[src/rtl/motor_cmd_sequencer.sv]
// Motor command sequencer: accepts signed left/right speed commands, slews the
// wheel speeds toward them a fixed step per update tick, inserts a zero-speed
// dead time on every direction reversal, and forces zero on emergency stop.
module motor_cmd_sequencer #(
  parameter int W          = 11,
  parameter int STEP       = 16,
  parameter int TICK_DIV   = 1000,
  parameter int DEAD_TICKS = 4
) (
  input  logic                clk,
  input  logic                rst,
  input  logic                cmd_vld,
  output logic                cmd_rdy,
  input  logic signed [W-1:0] cmd_lft,
  input  logic signed [W-1:0] cmd_rht,
  input  logic                estop,
  output logic signed [W-1:0] lft,
  output logic signed [W-1:0] rht,
  output logic                busy,
  output logic                at_target
);

  localparam int CW = (TICK_DIV > 1) ? $clog2(TICK_DIV) : 1;
  localparam int DW = $clog2(DEAD_TICKS + 1);

  // Step size widened by one bit so ramp arithmetic cannot wrap.
  localparam logic signed [W:0]   STEP_X   = (W+1)'(STEP);
  // Largest legal magnitude and the one code that has no positive mirror.
  localparam logic signed [W-1:0] MAX_V    = {1'b0, {(W-1){1'b1}}};
  localparam logic signed [W-1:0] MIN_V    = -MAX_V;
  localparam logic signed [W-1:0] NEG_FULL = {1'b1, {(W-1){1'b0}}};

  typedef enum logic {TOP_NORMAL, TOP_ESTOP} top_t;
  typedef enum logic {WHL_RUN, WHL_DEAD} whl_t;

  // Fold the most negative code onto -MAX_V so commands are symmetric.
  function automatic logic signed [W-1:0] sat_cmd(input logic signed [W-1:0] v);
    logic signed [W-1:0] r;
    r = v;
    if (v == NEG_FULL) r = MIN_V;
    return r;
  endfunction

  // Move cur one STEP toward tgt without overshooting it.
  function automatic logic signed [W-1:0] ramp_to(input logic signed [W-1:0] cur,
                                                 input logic signed [W-1:0] tgt);
    logic signed [W:0] c;
    logic signed [W:0] t;
    logic signed [W:0] n;
    c = {cur[W-1], cur};
    t = {tgt[W-1], tgt};
    if (c < t) begin
      n = c + STEP_X;
      if (n > t) n = t;
    end else if (c > t) begin
      n = c - STEP_X;
      if (n < t) n = t;
    end else begin
      n = c;
    end
    return n[W-1:0];
  endfunction

  logic [CW-1:0]       cnt_q;
  logic                tick;
  top_t                top_q;
  top_t                top_d;
  logic                accept;

  logic signed [W-1:0] cmd_w  [2];
  logic signed [W-1:0] cur_q  [2];
  logic signed [W-1:0] cur_d  [2];
  logic signed [W-1:0] tgt_q  [2];
  logic signed [W-1:0] tgt_d  [2];
  whl_t                wst_q  [2];
  whl_t                wst_d  [2];
  logic [DW-1:0]       dcnt_q [2];
  logic [DW-1:0]       dcnt_d [2];

  assign tick     = (cnt_q == CW'(TICK_DIV - 1));
  assign cmd_rdy  = (top_q == TOP_NORMAL);
  assign accept   = cmd_vld & cmd_rdy & ~estop;
  assign cmd_w[0] = cmd_lft;
  assign cmd_w[1] = cmd_rht;

  // Free-running update-tick divider, only cleared by reset.
  always_ff @(posedge clk) begin
    if (rst) begin
      cnt_q <= '0;
    end else if (tick) begin
      cnt_q <= '0;
    end else begin
      cnt_q <= cnt_q + CW'(1);
    end
  end

  // Top-level e-stop state register.
  always_ff @(posedge clk) begin
    if (rst) begin
      top_q <= TOP_NORMAL;
    end else begin
      top_q <= top_d;
    end
  end

  // Top-level next state: e-stop is held while the input is high.
  always_comb begin
    top_d = top_q;
    case (top_q)
      TOP_NORMAL: if (estop)  top_d = TOP_ESTOP;
      TOP_ESTOP:  if (!estop) top_d = TOP_NORMAL;
      default:    top_d = TOP_NORMAL;
    endcase
  end

  // Per-wheel next state: ramp or dead-time on ticks, target load on accept,
  // e-stop overriding both so it wins over anything else in the same cycle.
  always_comb begin
    for (int i = 0; i < 2; i++) begin
      cur_d[i]  = cur_q[i];
      tgt_d[i]  = tgt_q[i];
      wst_d[i]  = wst_q[i];
      dcnt_d[i] = dcnt_q[i];

      if (tick) begin
        case (wst_q[i])
          WHL_RUN: begin
            if ((cur_q[i] != '0) && (tgt_q[i] != '0) &&
                (cur_q[i][W-1] != tgt_q[i][W-1])) begin
              // Reversal pending: come down to zero first, never cross it.
              cur_d[i] = ramp_to(cur_q[i], '0);
              if (ramp_to(cur_q[i], '0) == '0) begin
                wst_d[i]  = WHL_DEAD;
                dcnt_d[i] = DW'(DEAD_TICKS);
              end
            end else begin
              cur_d[i] = ramp_to(cur_q[i], tgt_q[i]);
            end
          end
          WHL_DEAD: begin
            cur_d[i] = '0;
            if (dcnt_q[i] == DW'(1)) begin
              wst_d[i]  = WHL_RUN;
              dcnt_d[i] = '0;
            end else begin
              dcnt_d[i] = dcnt_q[i] - DW'(1);
            end
          end
          default: wst_d[i] = WHL_RUN;
        endcase
      end

      // The tick above used the old target; a new one applies from next tick.
      if (accept) tgt_d[i] = sat_cmd(cmd_w[i]);

      if (estop) begin
        cur_d[i]  = '0;
        tgt_d[i]  = '0;
        wst_d[i]  = WHL_RUN;
        dcnt_d[i] = '0;
      end
    end
  end

  // Per-wheel state registers.
  always_ff @(posedge clk) begin
    for (int i = 0; i < 2; i++) begin
      if (rst) begin
        cur_q[i]  <= '0;
        tgt_q[i]  <= '0;
        wst_q[i]  <= WHL_RUN;
        dcnt_q[i] <= '0;
      end else begin
        cur_q[i]  <= cur_d[i];
        tgt_q[i]  <= tgt_d[i];
        wst_q[i]  <= wst_d[i];
        dcnt_q[i] <= dcnt_d[i];
      end
    end
  end

  assign lft       = cur_q[0];
  assign rht       = cur_q[1];
  assign busy      = (cur_q[0] != tgt_q[0]) | (cur_q[1] != tgt_q[1]) |
                     (wst_q[0] == WHL_DEAD) | (wst_q[1] == WHL_DEAD);
  assign at_target = ~busy & (top_q == TOP_NORMAL);

endmodule

[config.mk]
export PLATFORM = sky130hd
export DESIGN_NAME = motor_cmd_sequencer
export DESIGN_NICKNAME = d
export VERILOG_FILES = /design/src/rtl/motor_cmd_sequencer.sv
export SDC_FILE = /design/constraint.sdc
export NUM_CORES = 1
export LEC_CHECK = 0
export ABC_AREA = 1
export CORE_MARGIN = 1.5
export CORE_UTILIZATION = 30
export DETAILED_ROUTE_END_ITERATION = 7
export GPL_TIMING_DRIVEN = 0
export HOLD_SLACK_MARGIN = 0.03
export PLACE_DENSITY = 0.55
export SKIP_CTS_REPAIR_TIMING = 1
export SLEW_MARGIN = 10
export SYNTH_ARGS = -nofsm -noshare
export SYNTH_HDL_FRONTEND = slang
export SYNTH_SLANG_ARGS = --single-unit
export TNS_END_PERCENT = 50
[constraint.sdc]
create_clock -name clk -period 2.7 [get_ports clk]
set_input_delay 0.675 -clock clk [delete_from_list [all_inputs] [get_ports clk]]
set_output_delay 0.675 -clock clk [all_outputs]
set_load 0.05 [all_outputs]
Word-level counts from Yosys, hierarchy flattened
Memory sizes are Yosys's and may differ from the RTL's.
Cells that the tools add are included.
Operators by class
  add/subtract/negate cells: 7
  magnitude comparators: 16
  equality and inequality tests: 9
  muxes and demuxes: 72
  bitwise operators: 19
  reductions and logical operators: 11
Operators with widths (count)
  11-bit 2-to-1 mux: 38
  11-bit one-hot mux with 2 select lines: 2
  11-bit nonzero test: 4
  3-bit 2-to-1 mux: 12
  11-bit by 6-bit adder with 12-bit output (second input constant): 2
  12-bit by 1-bit greater-than comparator with 1-bit output (second input constant): 2
  12-bit by 11-bit greater-than comparator with 1-bit output: 2
  12-bit by 1-bit less-than comparator with 1-bit output (second input constant): 2
  12-bit by 11-bit less-than comparator with 1-bit output: 2
  11-bit by 6-bit subtractor with 12-bit output (second input constant): 2
  11-bit equality test (second input constant): 2
  11-bit by 1-bit greater-than comparator with 1-bit output (second input constant): 2
  11-bit greater-than comparator: 2
  11-bit zero test: 2
  11-bit by 1-bit less-than comparator with 1-bit output (second input constant): 2
  11-bit less-than comparator: 2
  11-bit != test: 2
  1-bit 2-to-1 mux: 16
  3-bit one-hot mux with 2 select lines: 2
  1-bit bitwise OR: 11
  10-bit by 1-bit adder with 10-bit output (second input constant): 1
  10-bit equality test (second input constant): 1
  3-bit by 1-bit equality test with 1-bit output (second input constant): 2
  3-bit by 1-bit subtractor with 3-bit output (second input constant): 2
  other kinds (6): 17
Storage, ports and cells
  flip-flop bits (word level): 11
  RAM bits: 52
  input port bits: 26
  logic and storage cells: 140
  memories kept: 4
Memory list
  cur_q: words 2, width 11, rd ports 2, clocked after memory_dff 0, write ports 2, RTL line 71  | logic signed [W-1:0] cur_q [2];
  tgt_q: words 2, width 11, rd ports 2, clocked after memory_dff 0, write ports 2, RTL line 73  | logic signed [W-1:0] tgt_q [2];
  dcnt_q: words 2, width 3, rd ports 2, clocked after memory_dff 0, write ports 2, RTL line 77  | logic [DW-1:0] dcnt_q [2];
  wst_q: words 2, width 1, rd ports 2, clocked after memory_dff 0, write ports 2, RTL line 75  | whl_t wst_q [2];

Depth between registers and ports, before layout
Gate-level depths: netlist of the first run.
An unclocked memory read counts as a cell.
  depth after elaboration: 16
  mapped depth: 23

Worst setup path after synthesis of the first run
No wires, ideal clock.
  path type: reg2out
  start point: mem cur_q[0][4]
  end point: out at_target
  data arrival time: 3.196 ns
  data required time: 2.025 ns
  setup slack: -1.171 ns
  cell stages (with the launch flop): 6
  cells stage by stage: dfxtp_1 inv_1 ha_1 nor4_1 nand4_1 nor2_1
RTL lines
  from (decl): RTL line 71
  to (decl): RTL line 20  | output logic at_target

==> impl_results.md, run 1 <==
- Slew Limit Fails: 0
- Max clock buf depth: 2
- Total clock buffers created by CTS: 9
- Highest Clock Rate: 353 MHz
- Final hold vios: 0
- DRC Markers: 0
- N_diodes: 0
- EDFF count, synth: 0
- Unrepaired setup endpoints after global routing: yes
- Starting Density: 0.310
- CTS tree: done
- Die area: 0.0204 mm^2
- Die Y-Extent: 143 um
- Overall Power: 2.82 mW
- HPWL after DPL: 15.3 mm
- Clock transition at path regs: 0.06 ns
- Slew @ Worst Pin: 0.751 ns
- CORE AREA: 0.0190 mm^2
- Synthesized flop and latch total: 63
- First-pass GRT wire length: 30.2 mm
- IO buf count: 50
- Critical path peak fanout: 4
- Post-synth net total: 1024
- WHS: 0.448 ns
- Number of nets in the layout: 1136
- Cell taking the most area after synthesis: dfxtp_1
- Die W: 143 um
- Post-DRT Antenna Nets: 0
- Max-cap violations: 0
- Worst setup SP type: flop
- Synth Warn #: 0
- Vias: 6509
- Setup ws final: -0.133 ns
- Critical Path AT: 2.16 ns
- Cells after Synth: 933
- DP Worst Slack: -0.701 ns
- Initial DRC count: 396
- Clock Skews: 0.00642 ns
- I/O pin count: 51
- Asr flop ratio synth: 0
- GRT Util Overall: 0.192
- Top-area cell type share of the netlist area: 0.215
- Vias in the first global route: 5837
- Status: finished with violations
- Failing checks: setup timing
- Clock sinks: 63
- Critical Path RT: 2.03 ns
- Largest net degree at the start of global routing: 12
- Worst rel slew slack: 0.499
- Initial antenna violation count: 0
- Setup CP Type: reg2out
- TNS Setup: -0.879 ns
- Crit end category: primary output
- HP Class: reg2reg
- Clk Latency, worst-skew pair: 0.35 ns
- Cell variety after synth: 43
- Rows: 50
- Share of cells above drive strength 1: 0.246
- PwrDens: 346 mW/mm^2
- Total global routing overflow: 0
- Synth-to-Final Area Change: 38.9%
- H-tree Lvls: 3
- Vias per Instance: 4.97
- Most area-consuming cells after synthesis: dfxtp_1 (21%), nand2_1 (15%), ha_1 (14%)
- Drt total wl: 19.9 mm
- Sequential-to-total area share from yosys stat: 0.215
- Period minus WS final: 2.83 ns
- Synth Area per Inst: 6.29 um^2
- Ys flop type: dfxtp_1
- CTS Root Cell: clkbuf_16
- Avg WL per Cell: 15.2 um
- Peak supply drop: 0.248 mV
- Period utilization: 1.05
- Leakage: 3.61 nW
- Synth Cell Area: 0.00587 mm^2
- Drt first pass iters: 5
- RePlAce Congestion: 0.909
- Final setup violation count: 17
## layer usage
metal	vias up	track usage	routed length, um
met5	-	0	0
met4	0	0.0624	459
met3	33	0.0312	846
met2	147	0.309	9090
met1	2990	0.261	9510
li1	3339	-	-
## where the power goes
group | switching [mW] | internal, mW | total [mW]
Combinational | 0.369 | 0.251 | 0.620
Sequential | 0.0183 | 0.929 | 0.947
Clock | 0.454 | 0.796 | 1.25
Total | 0.842 | 1.98 | 2.82
## final timing paths
kind | slack [ns] | cells past startpoint | start | end
setup / recovery | -0.13 | 8 | tgt_q[1][7] | at_target
hold / removal | 0.45 | 1 | cnt_q[0] | cnt_q[0]
setup reg to reg | -0.11 | 19 | cur_q[1][5] | cur_q[1][6]
hold reg to reg | 0.45 | 1 | cnt_q[0] | cnt_q[0]
## critical path, stage by stage, from the launching register on
cell and delay [ns]:
dfxtp_4 0.36, inv_4 0.05, ha_4 0.25, nand4_1 0.25
nor4_4 0.36, nand4_1 0.15, buf_6 0.16, nor2_4 0.08
buf_8 0.15
## stage by stage
stage | instances | utilization | cell area (um^2)
after floorplan | 933 | - | 5990
after detailed placement | 1243 | 0.360 | 6820
after global routing | 1310 | 0.430 | 8150
final | 1310 | 0.430 | 8150
after CTS | 1259 | 0.377 | 7140
after global placement | 1243 | 0.360 | 6820
## state kept, by name, summed over array words and instances, names as in the netlist
name / cells
cur_q: 22
tgt_q: 22
cnt_q: 10
dcnt_q: 6
wst_q: 2
top_q: 1
## kinds of logic (layout without fill, tap and decap cells)
group,after synthesis,after routing,synth area share
DFF,63,63,0.215
xor gates and xnor gates,8,8,0.0119
and+or+nand+nor,502,502,0.383
AOI/OAI and AO/OA,157,157,0.151
buffers and inverters,138,255,0.100
adders and majority gates,65,65,0.139
## Yosys cell counts, types with 4 or more instances
library cell,instances
nand2_1,232
a21oi_1,84
inv_1,110
dfxtp_1,63
clkbuf_1,9
o21ai_1,5
a211oi_1,15
xor2_1,5
nor2_2,12
or2_2,6
buf_6,4
o211ai_1,5
nor2_1,109
nor3_1,12
nand3_2,7
o21bai_1,4
ha_1,65
nand4_1,23
nor4_1,10
nand3_1,72
o21ai_0,30
inv_2,6
nand2_2,10
## area by class of cell
class | count | area (um^2)
fill | 1965 | 10800
clock inverter | 4 | 50.0
clock buffer | 12 | 268
multi-input combinational | 732 | 4610
tap | 260 | 325
timing repair buffer | 101 | 900
inverter | 117 | 479
buffer | 21 | 161
sequential | 63 | 1360
## layout by cell type (no fill, tap or decap), drive strengths merged, types with 4 or more instances in the layout
master / synthesis / routed
nor2: 123 / 123
a211oi: 15 / 15
buf: 9 / 61
a21oi: 85 / 85
nand2: 242 / 242
dfxtp: 63 / 63
ha: 65 / 65
o21ai: 37 / 37
o21bai: 4 / 4
clkbuf: 11 / 24
or2: 8 / 8
inv: 116 / 117
o211ai: 5 / 5
nand4: 24 / 24
nand3: 81 / 81
nor3: 12 / 12
nor4: 10 / 10
xor2: 5 / 5
clkdlybuf4s50: 0 / 48
No activity file was read; power rests on OpenSTA's default activity.
==> inputs of run 2 (changes only) <==
SETUP_SLACK_MARGIN = 0.3   (was default)
TNS_END_PERCENT = default   (was 50)
==> impl_results.md, run 2 (synthesized netlist as in run 1, its figures left out) <==
- Max-cap violations: 0
- Worst setup startpoint: cur_q[1][5]
- I/O pin count: 51
- Logic pwr share: 0.258
- Sw Ratio: 0.321
- PwrDens: 313 mW/mm^2
- R2R cell count: 17
- Slew @ Worst Pin: 0.813 ns
- Status: finished with violations
- Initial antenna violation count: 0
- Vias per Instance: 5.06
- Total clock buffers created by CTS: 9
- Clock Skews: 0.0144 ns
- Vias in the first global route: 5825
- Drt first pass iters: 5
- Vias: 6741
- RePlAce Congestion: 0.939
- Largest net degree at the start of global routing: 11
- Starting Density: 0.310
- DRC Markers: 0
- HPWL after DPL: 15.6 mm
- Most frequent cells in the layout: nand2_1 (160), nor2_1 (96), inv_1 (81)
- Clock sinks: 63
- CTS tree: done
- Failing checks: setup timing
- DP Worst Slack: -0.805 ns
- CTS Root Cell: clkbuf_16
- Setup CP Type: reg2out
- Post-DRT Antenna Nets: 0
- Highest Clock Rate: 346 MHz
- Final setup violation count: 19
- Reg-to-Reg End: cur_q[1][9]
- CORE AREA: 0.0190 mm^2
- N_diodes: 0
- Synth-to-Final Area Change: 54.1%
- Hold_sp: cnt_q[0]
- Worst setup SP type: flop
- FILL cells: 1889
- HP Class: reg2reg
- Placed Cells: 1243
- Slew Limit Fails: 0
- Critical Path RT: 2.03 ns
- GRT Util Overall: 0.197
- Period utilization: 1.07
- Setup ws final: -0.194 ns
- WHS: 0.448 ns
- Post-Layout Cell Count: 1331
- Layout Utilization: 0.477
- Rows: 50
- Largest registers: cur_q x22, tgt_q x22, cnt_q x10
- Most common cell after layout, fill and taps aside: nand2_1
- Avg WL per Cell: 16.0 um
- Die area: 0.0204 mm^2
- Flop-to-flop setup slack: -0.16 ns
- Clock transition at path regs: 0.06 ns
- Worst R2R Start: cur_q[1][4]
- NetSw: 0.908 mW
- Sequential power share: 0.334
- Total global routing overflow: 0
- Clk Latency, worst-skew pair: 0.35 ns
- Clk pwr share: 0.408
- Die Y-Extent: 143 um
- Critical Path AT: 2.22 ns
- Unrepaired setup endpoints after global routing: yes
- Die W: 143 um
- Drt total wl: 21.4 mm
- Number of nets in the layout: 1157
- Crit end category: primary output
- Total internal power: 1.92 mW
- Period minus WS final: 2.89 ns
- H-tree Lvls: 3
- Leakage: 3.87 nW
- Initial DRC count: 432
- IO buf count: 50
- Final hold vios: 0
- TNS Setup: -1.87 ns
- Peak supply drop: 0.309 mV
- Critical path peak fanout: 6
- CP endpoint: at_target
- Share of cells above drive strength 1: 0.367
- Max clock buf depth: 2
- Worst rel slew slack: 0.458
- First-pass GRT wire length: 30.8 mm
run 2: changes by cell type in the layout (fill, tap and decap cells not counted), sizes merged:
cell           change
dlymetal6s2s       +1
clkbuf             +2
clkinvlp           +2
buf               +21
clkdlybuf4s50      -1
bufinv             -1
inv                -3
run 2: power groups by stage:
stage	clock, mW	combinational, mW	sequential [mW]
after floorplan	0	0.370	0.963
after global placement	0	0.527	0.970
after detailed placement	0	0.527	0.969
after CTS	1.18	0.529	0.949
after global routing	1.21	0.792	0.948
final	1.15	0.729	0.946
run 2: layer usage:
layer,vias to the layer above,routed length (um),track usage
li1,3377,-,-
met1,3166,9930,0.268
met5,-,0,0
met4,0,496,0.0646
met3,40,908,0.0275
met2,158,10000,0.319
run 2: metrics by stage:
stage,instance area [um^2],power [mW]
2_1_floorplan,6220,1.33
6_report,9040,2.83
4_1_cts,7340,2.65
5_1_grt,9040,2.95
3_3_place_gp,7050,1.50
3_5_place_dp,7050,1.50
run 2: critical path, stage by stage, from the launching register on:
cell and delay, ns:
dfxtp_4 0.39, buf_12 0.14, ha_1 0.28, nand2_1 0.10, nor4_4 0.40, nand4_1 0.14
buf_4 0.18, nor2_4 0.08, buf_8 0.15
run 2: area by class of cell:
type,instances,area [um^2],share of cell area
Buffer,21,181,0.0201
Sequential cell,63,1360,0.150
Clock inverter,2,12.5,0.00138
Timing Repair Buffer,122,1130,0.125
Clock buffer,14,275,0.0304
Multi-Input combinational cell,732,5250,0.581
Inverter,117,508,0.0562
Tap cell,260,325,0.0360
run 2: how the worst min path moves through the flow:
stage | end | slack, ns | cells past startpoint
2_1_floorplan | cnt_q[0] | 0.42 | 1
3_3_place_gp | cnt_q[0] | 0.44 | 1
3_5_place_dp | cnt_q[0] | 0.44 | 1
4_1_cts | cnt_q[0] | 0.45 | 1
5_1_grt | cnt_q[0] | 0.49 | 1
6_report | cnt_q[0] | 0.45 | 1
